--- src/rtl/serial_nibble_adder.sv ---
// Wide unsigned adder that streams WIDTH-bit operands through one 4-bit add slice, LSB nibble first.
// Optional macro SERIAL_ADDER_OVERFLOW_EN adds a registered two's-complement overflow_out port.
module serial_nibble_adder #(
    parameter int WIDTH   = 16,
    parameter int NIBBLES = WIDTH / 4
) (
    input  logic             clk_in,
    input  logic             reset_n_in,
    input  logic             start_in,
    input  logic [WIDTH-1:0] a_in,
    input  logic [WIDTH-1:0] b_in,
    input  logic             carry_in,
    output logic             ready_out,
    output logic             done_out,
    output logic [WIDTH-1:0] sum_out,
    output logic             carry_out
`ifdef SERIAL_ADDER_OVERFLOW_EN
    ,
    output logic             overflow_out
`endif
);

    localparam int CW = (NIBBLES > 1) ? $clog2(NIBBLES) : 1;
    localparam logic [CW-1:0] LAST_NIB = CW'(NIBBLES - 1);
    // Result shift register holds only the nibbles finished before the last one.
    localparam int RW = (NIBBLES > 1) ? WIDTH - 4 : 4;

    typedef enum logic [1:0] {
        ST_IDLE = 2'd0,
        ST_RUN  = 2'd1,
        ST_DONE = 2'd2
    } state_t;

    function automatic logic [4:0] add_nibble(
        input logic [3:0] a,
        input logic [3:0] b,
        input logic       cin
    );
        logic [3:0] lo;
        logic [1:0] hi;
        lo = {1'b0, a[2:0]} + {1'b0, b[2:0]} + {3'b000, cin};
        hi = {1'b0, a[3]} + {1'b0, b[3]} + {1'b0, lo[3]};
        return {hi, lo[2:0]};
    endfunction

`ifdef SERIAL_ADDER_OVERFLOW_EN
    function automatic logic msb_carry_in(
        input logic [3:0] a,
        input logic [3:0] b,
        input logic       cin
    );
        logic [3:0] lo;
        lo = {1'b0, a[2:0]} + {1'b0, b[2:0]} + {3'b000, cin};
        return lo[3];
    endfunction
`endif

    state_t             r_state;
    state_t             w_next;
    logic               r_ready;
    logic               r_done;
    logic [WIDTH-1:0]   r_a;
    logic [WIDTH-1:0]   r_b;
    logic               r_carry;
    logic [CW-1:0]      r_cnt;
    logic [RW-1:0]      r_res;
    logic [WIDTH-1:0]   r_sum;
    logic               r_cout;
    logic [3:0]         w_sum;
    logic               w_cout;
    logic               w_last;
    logic [RW-1:0]      w_res_shift;
    logic [WIDTH-1:0]   w_result;

    assign {w_cout, w_sum} = add_nibble(r_a[3:0], r_b[3:0], r_carry);
    assign w_last          = (r_cnt == LAST_NIB);

    generate
        if (NIBBLES > 2) begin : g_multi
            assign w_res_shift = {w_sum, r_res[RW-1:4]};
            assign w_result    = {w_sum, r_res};
        end else if (NIBBLES == 2) begin : g_two
            assign w_res_shift = w_sum;
            assign w_result    = {w_sum, r_res};
        end else begin : g_one
            assign w_res_shift = w_sum;
            assign w_result    = w_sum;
        end
    endgenerate

    // State register plus ready/done flags registered from the next state.
    always_ff @(posedge clk_in) begin
        if (!reset_n_in) begin
            r_state <= ST_IDLE;
            r_ready <= 1'b1;
            r_done  <= 1'b0;
        end else begin
            r_state <= w_next;
            r_ready <= (w_next == ST_IDLE);
            r_done  <= (w_next == ST_DONE);
        end
    end

    // Next-state decode.
    always_comb begin
        w_next = r_state;
        case (r_state)
            ST_IDLE: begin
                if (start_in) begin
                    w_next = ST_RUN;
                end else begin
                    w_next = ST_IDLE;
                end
            end
            ST_RUN: begin
                if (w_last) begin
                    w_next = ST_DONE;
                end else begin
                    w_next = ST_RUN;
                end
            end
            ST_DONE: w_next = ST_IDLE;
            default: w_next = ST_IDLE;
        endcase
    end

    // Operand capture, per-nibble datapath and result registers.
    always_ff @(posedge clk_in) begin
        if (!reset_n_in) begin
            r_a     <= {WIDTH{1'b0}};
            r_b     <= {WIDTH{1'b0}};
            r_carry <= 1'b0;
            r_cnt   <= {CW{1'b0}};
            r_res   <= {RW{1'b0}};
            r_sum   <= {WIDTH{1'b0}};
            r_cout  <= 1'b0;
        end else begin
            case (r_state)
                ST_IDLE: begin
                    if (start_in) begin
                        r_a     <= a_in;
                        r_b     <= b_in;
                        r_carry <= carry_in;
                        r_cnt   <= {CW{1'b0}};
                    end
                end
                ST_RUN: begin
                    r_a     <= r_a >> 3'd4;
                    r_b     <= r_b >> 3'd4;
                    r_carry <= w_cout;
                    r_cnt   <= r_cnt + 1'b1;
                    r_res   <= w_res_shift;
                    if (w_last) begin
                        r_sum  <= w_result;
                        r_cout <= w_cout;
                    end
                end
                ST_DONE: begin
                    r_cnt <= {CW{1'b0}};
                end
                default: begin
                    r_cnt <= {CW{1'b0}};
                end
            endcase
        end
    end

`ifdef SERIAL_ADDER_OVERFLOW_EN
    logic r_ovf;

    // Overflow is the carry into the MSB bit XOR the carry out of it, taken on the final nibble.
    always_ff @(posedge clk_in) begin
        if (!reset_n_in) begin
            r_ovf <= 1'b0;
        end else if ((r_state == ST_RUN) && w_last) begin
            r_ovf <= msb_carry_in(r_a[3:0], r_b[3:0], r_carry) ^ w_cout;
        end
    end

    assign overflow_out = r_ovf;
`endif

    assign ready_out = r_ready;
    assign done_out  = r_done;
    assign sum_out   = r_sum;
    assign carry_out = r_cout;

endmodule

--- config.mk ---
export PLATFORM = sky130hd
export DESIGN_NAME = serial_nibble_adder
export DESIGN_NICKNAME = d
export VERILOG_FILES = /design/src/rtl/serial_nibble_adder.sv
export SDC_FILE = /design/constraint.sdc
export NUM_CORES = 1
export LEC_CHECK = 0
export ABC_AREA = 1
export CAP_MARGIN = 20
export CORE_MARGIN = 2
export CORE_UTILIZATION = 54
export CTS_BUF_LIST = sky130_fd_sc_hd__clkbuf_8
export CTS_CLUSTER_DIAMETER = 100
export DETAILED_ROUTE_END_ITERATION = 8
export PLACE_DENSITY = 0.82
export SETUP_SLACK_MARGIN = 0.05
export SLEW_MARGIN = 10
export SYNTH_ARGS = -nofsm -noshare
export SYNTH_HDL_FRONTEND = slang
export SYNTH_SLANG_ARGS = --single-unit
--- constraint.sdc ---
create_clock -name clk_in -period 2.49 [get_ports clk_in]
set_input_delay 0.3735 -clock clk_in [delete_from_list [all_inputs] [get_ports clk_in]]
set_output_delay 0.3735 -clock clk_in [all_outputs]
set_load 0.01 [all_outputs]
; ---- Word level (Yosys, flattened, before mapping)
; Index checks and enable logic that the tools add are counted.
[classes]
muxes = 11
addsub = 5
n_reduce_logical = 5
n_eq_ne = 4
[op_table]
columns = op, count
row1 = $pmux 16 s2, 2
row2 = $mux 16, 2
row3 = $pmux 2 s2, 2
row4 = $add 3x3->4, 1
row5 = $add 4x1->4, 1
row6 = $eq 2x2->1 const B, 2
row7 = $logic_not 2->1, 2
row8 = $mux 2, 2
row9 = $reduce_and 2->1, 2
row10 = $add 1x1->2, 1
row11 = $add 2x1->2, 1
row12 = $add 2x1->2 const B, 1
row13 = $eq 2x1->1 const B, 1
row14 = $mux 1, 2
row15 = $ne 2x2->1 const B, 1
row16 = $pmux 1 s2, 1
row17 = $reduce_bool 2->1, 1
[word_totals]
output_inout_bits = 19
word_cells = 35
reg_bits = 68

; ---- Depth between registers and ports, before layout
; Gate-level depths: netlist of run 1.
[depth]
ltp_word = 4
depth_mapped = 9

; ---- Worst setup path before layout of run 1
; No wires, ideal clock.
[synth_timing]
path_kind = register -> register
start = register r_a[0]
end = register r_res[11]
stages_incl_launch_ff = 8
slack_ns = 0.697
t_required_ns = 2.374
period_less_slack_ns = 1.793
arrival_time_ns = 1.677
cell_sequence = dfxtp_1 -> inv_1 -> fa_1 -> o21a_1 -> fa_1 -> inv_1 -> o21ai_0 -> nor2_1
[synth_between]
elab_chain_len = 3
[synth_rtl]
columns = element, line
row1 = "start, declared", 62  ; logic [WIDTH-1:0] r_a;
row2 = "start signal, assigned", 130  ; r_a <= {WIDTH{1'b0}};
row3 = "start signal, assigned", 141  ; r_a <= a_in;
row4 = "start signal, assigned", 148  ; r_a <= r_a >> 3'd4;
row5 = $add 3x3->4, 41  ; lo = {1'b0, a[2:0]} + {1'b0, b[2:0]} + {3'b000, cin};
row6 = $add 4x1->4, 41
row7 = $add 2x1->2, 42  ; hi = {1'b0, a[3]} + {1'b0, b[3]} + {1'b0, lo[3]};
row8 = "end signal, assigned", 134  ; r_res <= {RW{1'b0}};
row9 = "end signal, assigned", 152  ; r_res <= w_res_shift;
row10 = "end, declared", 66  ; logic [RW-1:0] r_res;
; Every way passes these cells.
; A chain may end at the register's enable or synchronous reset.

; ---- Worst setup path in the final report of run 1
; Ends and elaborated chain as after synthesis.

==> results.yml, run 1 <==
worst_setup_path:
  slowest_delay_ns: 0.48
  cp_max_fo: 2
  crit_required_ns: 2.71
  crit_family: "adder cells"
  path_cells: "inv_1, fa_1, o21a_1, fa_1, inv_1, o21ai_0, nor2_1"
  r2r_cells: 7
  arrival_ns: 2.14
  crit_path_top_delay_cell: "fa_1"
  path_buf_inv: 2
  cp-start-kind: "flip-flop"
  path_class: "reg -> reg"
  cp_num_cells: 7
  crit_path_end_kind: "flip-flop"
sta:
  skew_ns: 0.00652
  slew_headroom_pct: 52.0
  tightest_slew_ns: 0.717
  tns_ns: 0
  final_max_slew_viol_count: 0
  setup_viol: 0
  max_freq_ghz: 0.520
  finalCriticalPeriod_ns: 1.92
  rsz0062_at_grt: "false"
  fin_crit_sh_pct: 77.2
  hold_viol: 0
run:
  cap_violations: 0
placement:
  gp_routability_congestion: 0.804
  hpwl_mm: 4.35
  io_buffers: 54
clock_network:
  cts_made_buffers: 9
  post_cts_resized: 0
  cts_setup_buffers: 0
  clk-insertion-delay-late_ns: 0.33
  root_buffer: "clkbuf_8"
  clockBufferDepth: 2
  clk_pin_slew_ns: 0.07
  cts-hold-fix-buffers: 0
  cts_tree: "yes"
  clock-sinks: 68
  htreeDepth: 3
floorplan:
  rows: 27
  die_w_um: 79.4
  die-area_um2: 6310
  io_pins: 55
  chipHeight_um: 79.4
  start_util_pct: 55.8
  core_um2: 5510
power:
  power_density_nw_per_um2: 709
  irDropWorstVdd_mv: 0.348
  p_leak_nw: 1.73
cells_and_area:
  drive_above_1_share_pct: 6.49
  area_growth_pct: 25.8
  antenna_cells: 0
  layout.nets: 530
  utilization_pct: 70.2
  multi_input_area_um2: 1420
  nFillCells: 475
  regArea_um2: 1360
grt:
  grt_pass1_wl_mm: 11.2
  first_global_vias: 2646
  antenna_found_initial: 0
  grt_max_degree: 39
  track_usage_pct: 22.3
  grt-ovfl-total: 0
synth:
  synth_edf_count: 0
  ys_top_cells_by_area: "dfxtp_1, nand2_1, nor2_1"
  synth.largest_area_cell: "dfxtp_1"
  yosysMostFrequentCell: "nand2_1"
  async_flop_share_pct: 0
  avgSynthCellArea_um2: 6.95
  synthesis.nets: 484
  netlist_area_um2: 3070
  ys_types: 27
  synth_top_area_share_pct: 44.3
  synthTopCellsByCount: "nand2_1, nor2_1, dfxtp_1"
  yosysSeqAreaShare_pct: 44.3
  synth.yosys.warnings: 0
  syn_inst: 442
  ys.flop_type: "dfxtp_1"
  ys_seq_elements: 68
detailed_routing:
  via_count: 2803
  drt-wirelength-per-cell_um: 11.5
  routed_wl_mm: 6.52
  drcViolationCount: 0
  first_pass_iters: 4
  ant_nets: 0
  viasPerCell: 4.96
  drt_iter0_drc: 111
run_status:
  outcome: "complete, no violations"
hold_path:
  hp-class: "reg -> reg"
  whs_path_depth: 2
stage by stage:
step | power [W] | worst slack [ns] | cell area [µm²] | instances | hold slack, ns
after floorplan | 0.00148 | 0.697 | 3070 | 442 | 0.430
after global placement | 0.00157 | 0.653 | 3600 | 549 | 0.448
after detailed placement | 0.00158 | 0.596 | 3600 | 549 | 0.453
after CTS | 0.00276 | 0.558 | 3860 | 565 | 0.464
after global routing | 0.00287 | 0.447 | 3860 | 565 | 0.483
final | 0.00274 | 0.569 | 3860 | 565 | 0.461
report_power, final:
part	internal [W]	total, W	switching [W]
combinational	0.000156	0.000367	0.000211
sequential	0.00116	0.00119	0.0000376
clock	0.000765	0.00118	0.000416
total	0.00208	0.00274	0.000664
worst paths after layout:
kind                                          endpoint                  from  slack (ns)
worst max register to register  r_res[11]$_SDFFE_PN0P_   r_a[0]$_SDFFE_PN0P_        0.57
worst min register to register    r_a[13]$_SDFFE_PN0P_  r_a[13]$_SDFFE_PN0P_        0.46
worst max-delay path            r_res[11]$_SDFFE_PN0P_   r_a[0]$_SDFFE_PN0P_        0.57
worst min-delay path              r_a[13]$_SDFFE_PN0P_  r_a[13]$_SDFFE_PN0P_        0.46
layout by cell type, fill, tap and decap left out, drive strengths merged:
master / n
nand2: 145
nor2: 76
dfxtp: 68
clkdlybuf4s50: 54
nand3: 43
inv: 37
a21oi: 22
o21ai: 17
clkbuf: 9
buf: 7
bufinv: 4
fa: 3
ha: 3
o21a: 1
or2: 1
a21boi: 1
clkinvlp: 1
clkinv: 1
layout make-up:
type / count / area share [%]
clock buffer: 9 / 3.20
clock inverter: 7 / 3.63
inverter: 36 / 3.56
multi-input combinational: 312 / 36.7
sequential: 68 / 35.2
tap: 72 / 2.33
timing repair buffer: 61 / 15.3
cell families after synthesis:
group / Yosys count / synth area share [%]
adder cells (fa/ha/maj): 6 / 3.18
AO/OA/AOI/OAI: 41 / 6.96
buffers and inverters: 62 / 9.77
AND/OR/NAND/NOR: 265 / 35.8
flip-flops: 68 / 44.3
state kept, by name, indices dropped and copies added, names as in the netlist:
| register | count |
|---|---|
| carry_out | 1 |
| done_out | 1 |
| r_a | 16 |
| r_b | 16 |
| r_carry | 1 |
| r_cnt | 2 |
| r_res | 12 |
| r_state | 2 |
| ready_out | 1 |
| sum_out | 16 |
worst min-delay path, cell delays in order (launching register included):
cell and delay [ns]:
dfxtp_1 0.31, nand2_1 0.06, a21oi_1 0.05
per-layer routing:
layer / up-vias / wire [µm] / track usage (%) / part of all wire, %
met1: 1274 / 3010 / 25.8 / 46
li1: 1454 / - / - / -
met5: - / 0 / 0 / 0
met4: 0 / 103 / 9.83 / 1.6
met3: 14 / 224 / 3.73 / 3.4
met2: 61 / 3180 / 40.2 / 49
Note: power is estimated with default switching activity, not from simulation.
==> run 2, diff against run 1 <==
--- a/config.mk
+++ b/config.mk
@@ -8,11 +8,11 @@
 export ABC_AREA = 1
 export CAP_MARGIN = 20
 export CORE_MARGIN = 2
-export CORE_UTILIZATION = 54
+export CORE_UTILIZATION = 49
 export CTS_BUF_LIST = sky130_fd_sc_hd__clkbuf_8
 export CTS_CLUSTER_DIAMETER = 100
 export DETAILED_ROUTE_END_ITERATION = 8
-export PLACE_DENSITY = 0.82
+export PLACE_DENSITY = 0.78
 export SETUP_SLACK_MARGIN = 0.05
 export SLEW_MARGIN = 10
 export SYNTH_ARGS = -nofsm -noshare
==> constraint.sdc (replaced) <==
create_clock -name clk_in -period 1.65 [get_ports clk_in]
set_input_delay 0.2475 -clock clk_in [delete_from_list [all_inputs] [get_ports clk_in]]
set_output_delay 0.2475 -clock clk_in [all_outputs]
set_load 0.01 [all_outputs]
==> results.yml, run 2 (synthesized netlist as in run 1, its figures left out) <==
detailed_routing:
  drcViolationCount: 0
  ant_nets: 0
  viasPerCell: 4.85
  routed_wl_mm: 6.62
  drt_iter0_drc: 120
  via_count: 2811
  first_pass_iters: 4
  drt-wirelength-per-cell_um: 11.4
cells_and_area:
  drive_above_1_share_pct: 10.5
  antenna_cells: 0
  layout.nets: 541
  final_cell_mix: "nand2_1, nor2_1, dfxtp_1"
  final_common_cell: "nand2_1"
  area_growth_pct: 27.4
grt:
  grt_pass1_wl_mm: 12.0
  antenna_found_initial: 0
  grt_max_degree: 48
  first_global_vias: 2742
  track_usage_pct: 21.0
  grt-ovfl-total: 0
hold_path:
  hp-class: "reg -> reg"
run:
  cap_violations: 0
clock_network:
  clock-sinks: 68
  clk_pin_slew_ns: 0.08
  root_buffer: "clkbuf_8"
  cts_made_buffers: 9
  htreeDepth: 3
  cts_tree: "yes"
  clk-insertion-delay-late_ns: 0.34
  clockBufferDepth: 2
worst_setup_path:
  crit_path_end_kind: "flip-flop"
  crit_required_ns: 1.89
  arrival_ns: 2.02
  path_buf_inv: 2
  slowest_delay_ns: 0.53
  crit_family: "adder cells"
  cp-start-kind: "flip-flop"
  cp_max_fo: 2
  path_cells: "inv_2, fa_2, o21a_1, fa_2, inv_2, o21ai_2, nor2_1"
  crit_path_top_delay_cell: "fa_2"
  path_class: "reg -> reg"
placement:
  hpwl_mm: 4.60
  io_buffers: 54
  gp_routability_congestion: 0.783
floorplan:
  core_um2: 5990
  rows: 28
  die_w_um: 83.2
  chipHeight_um: 83.2
  io_pins: 55
  start_util_pct: 51.3
  die-area_um2: 6920
sta:
  tightest_slew_ns: 0.719
  finalCriticalPeriod_ns: 1.78
  max_freq_ghz: 0.562
  skew_ns: 0.00820
  final_max_slew_viol_count: 0
  hold_viol: 0
  setup_viol: 4
  fin_crit_sh_pct: 108
  slew_headroom_pct: 51.9
  holdWs_ns: 0.463
  worst_slack_ns: -0.130
  rsz0062_at_grt: "true"
power:
  total_power_w: 0.00363
  p_leak_nw: 1.74
  irDropWorstVdd_mv: 0.444
  power_density_nw_per_um2: 928
run_status:
  failed_checks: "setup timing"
  outcome: "finished, violations left"
-- run 2: cell count changes in the layout (fill, tap and decap cells not counted), sizes merged --
cell | before | now
clkinvlp | 1 | 3
buf | 7 | 18
clkinv | 1 | 4
bufinv | 4 | 0
inv | 37 | 36
-- run 2: metal layers --
metal | track usage (%) | share of wire [%] | vias to the layer above
met1 | 25.1 | 45 | 1258
met3 | 3.38 | 3.9 | 11
met5 | 0 | 0 | -
met2 | 36.9 | 49 | 64
li1 | - | - | 1478
met4 | 9.24 | 1.9 | 0
-- run 2: final cells by class --
class                           instances  area [µm²]
Clock inverter                          7        53.8
Timing Repair Buffer                   72         704
Fill cell                             527        2080
Clock buffer                            9         124
Tap cell                               75        93.8
Multi-Input combinational cell        312        1440
Inverter                               36         138
Sequential cell                        68        1360
-- run 2: worst reg2reg max path, cell delays in order (launching register included) --
cell	delay [ns]
dfxtp_2	0.34
inv_2	0.05
fa_2	0.38
o21a_1	0.19
fa_2	0.53
inv_2	0.05
o21ai_2	0.10
nor2_1	0.05
-- run 2: power by group --
part | switching (W) | internal [W]
sequential | 0.0000571 | 0.00174
combinational | 0.000331 | 0.000279
clock | 0.000673 | 0.000548
total | 0.00106 | 0.00257
-- run 2: metrics by stage --
stage               cell area (µm²)  TNS, ns  utilization (%)  setup WS [ns]  std cells
floorplan                      3080  -0.0149                -        -0.0149        442
global placement               3700  -0.0378             61.8        -0.0348        561
detailed placement             3700   -0.278             61.8         -0.114        561
CTS                            3890   -0.355             64.9         -0.123        578
global route                   3910   -0.689             65.3         -0.181        579
finish                         3910   -0.339             65.3         -0.130        579
-- run 2: path summary, 6_finish.rpt --
kind | startpoint | end | slack, ns | depth (start not counted)
max | r_carry$_SDFFE_PN0P_ | r_res[11]$_SDFFE_PN0P_ | -0.13 | 7
min | r_a[15]$_SDFFE_PN0P_ | r_a[15]$_SDFFE_PN0P_ | 0.46 | 2
max reg2reg | r_carry$_SDFFE_PN0P_ | r_res[11]$_SDFFE_PN0P_ | -0.13 | 7
min reg2reg | r_a[15]$_SDFFE_PN0P_ | r_a[15]$_SDFFE_PN0P_ | 0.46 | 2
-- run 2: what timing repair did --
item,4_1_cts,5_1_grt
buffers inserted,1,1
setup endpoints to repair,7,8
pin swaps,1,4
gates resized for setup,1,8
hold buffers,0,0
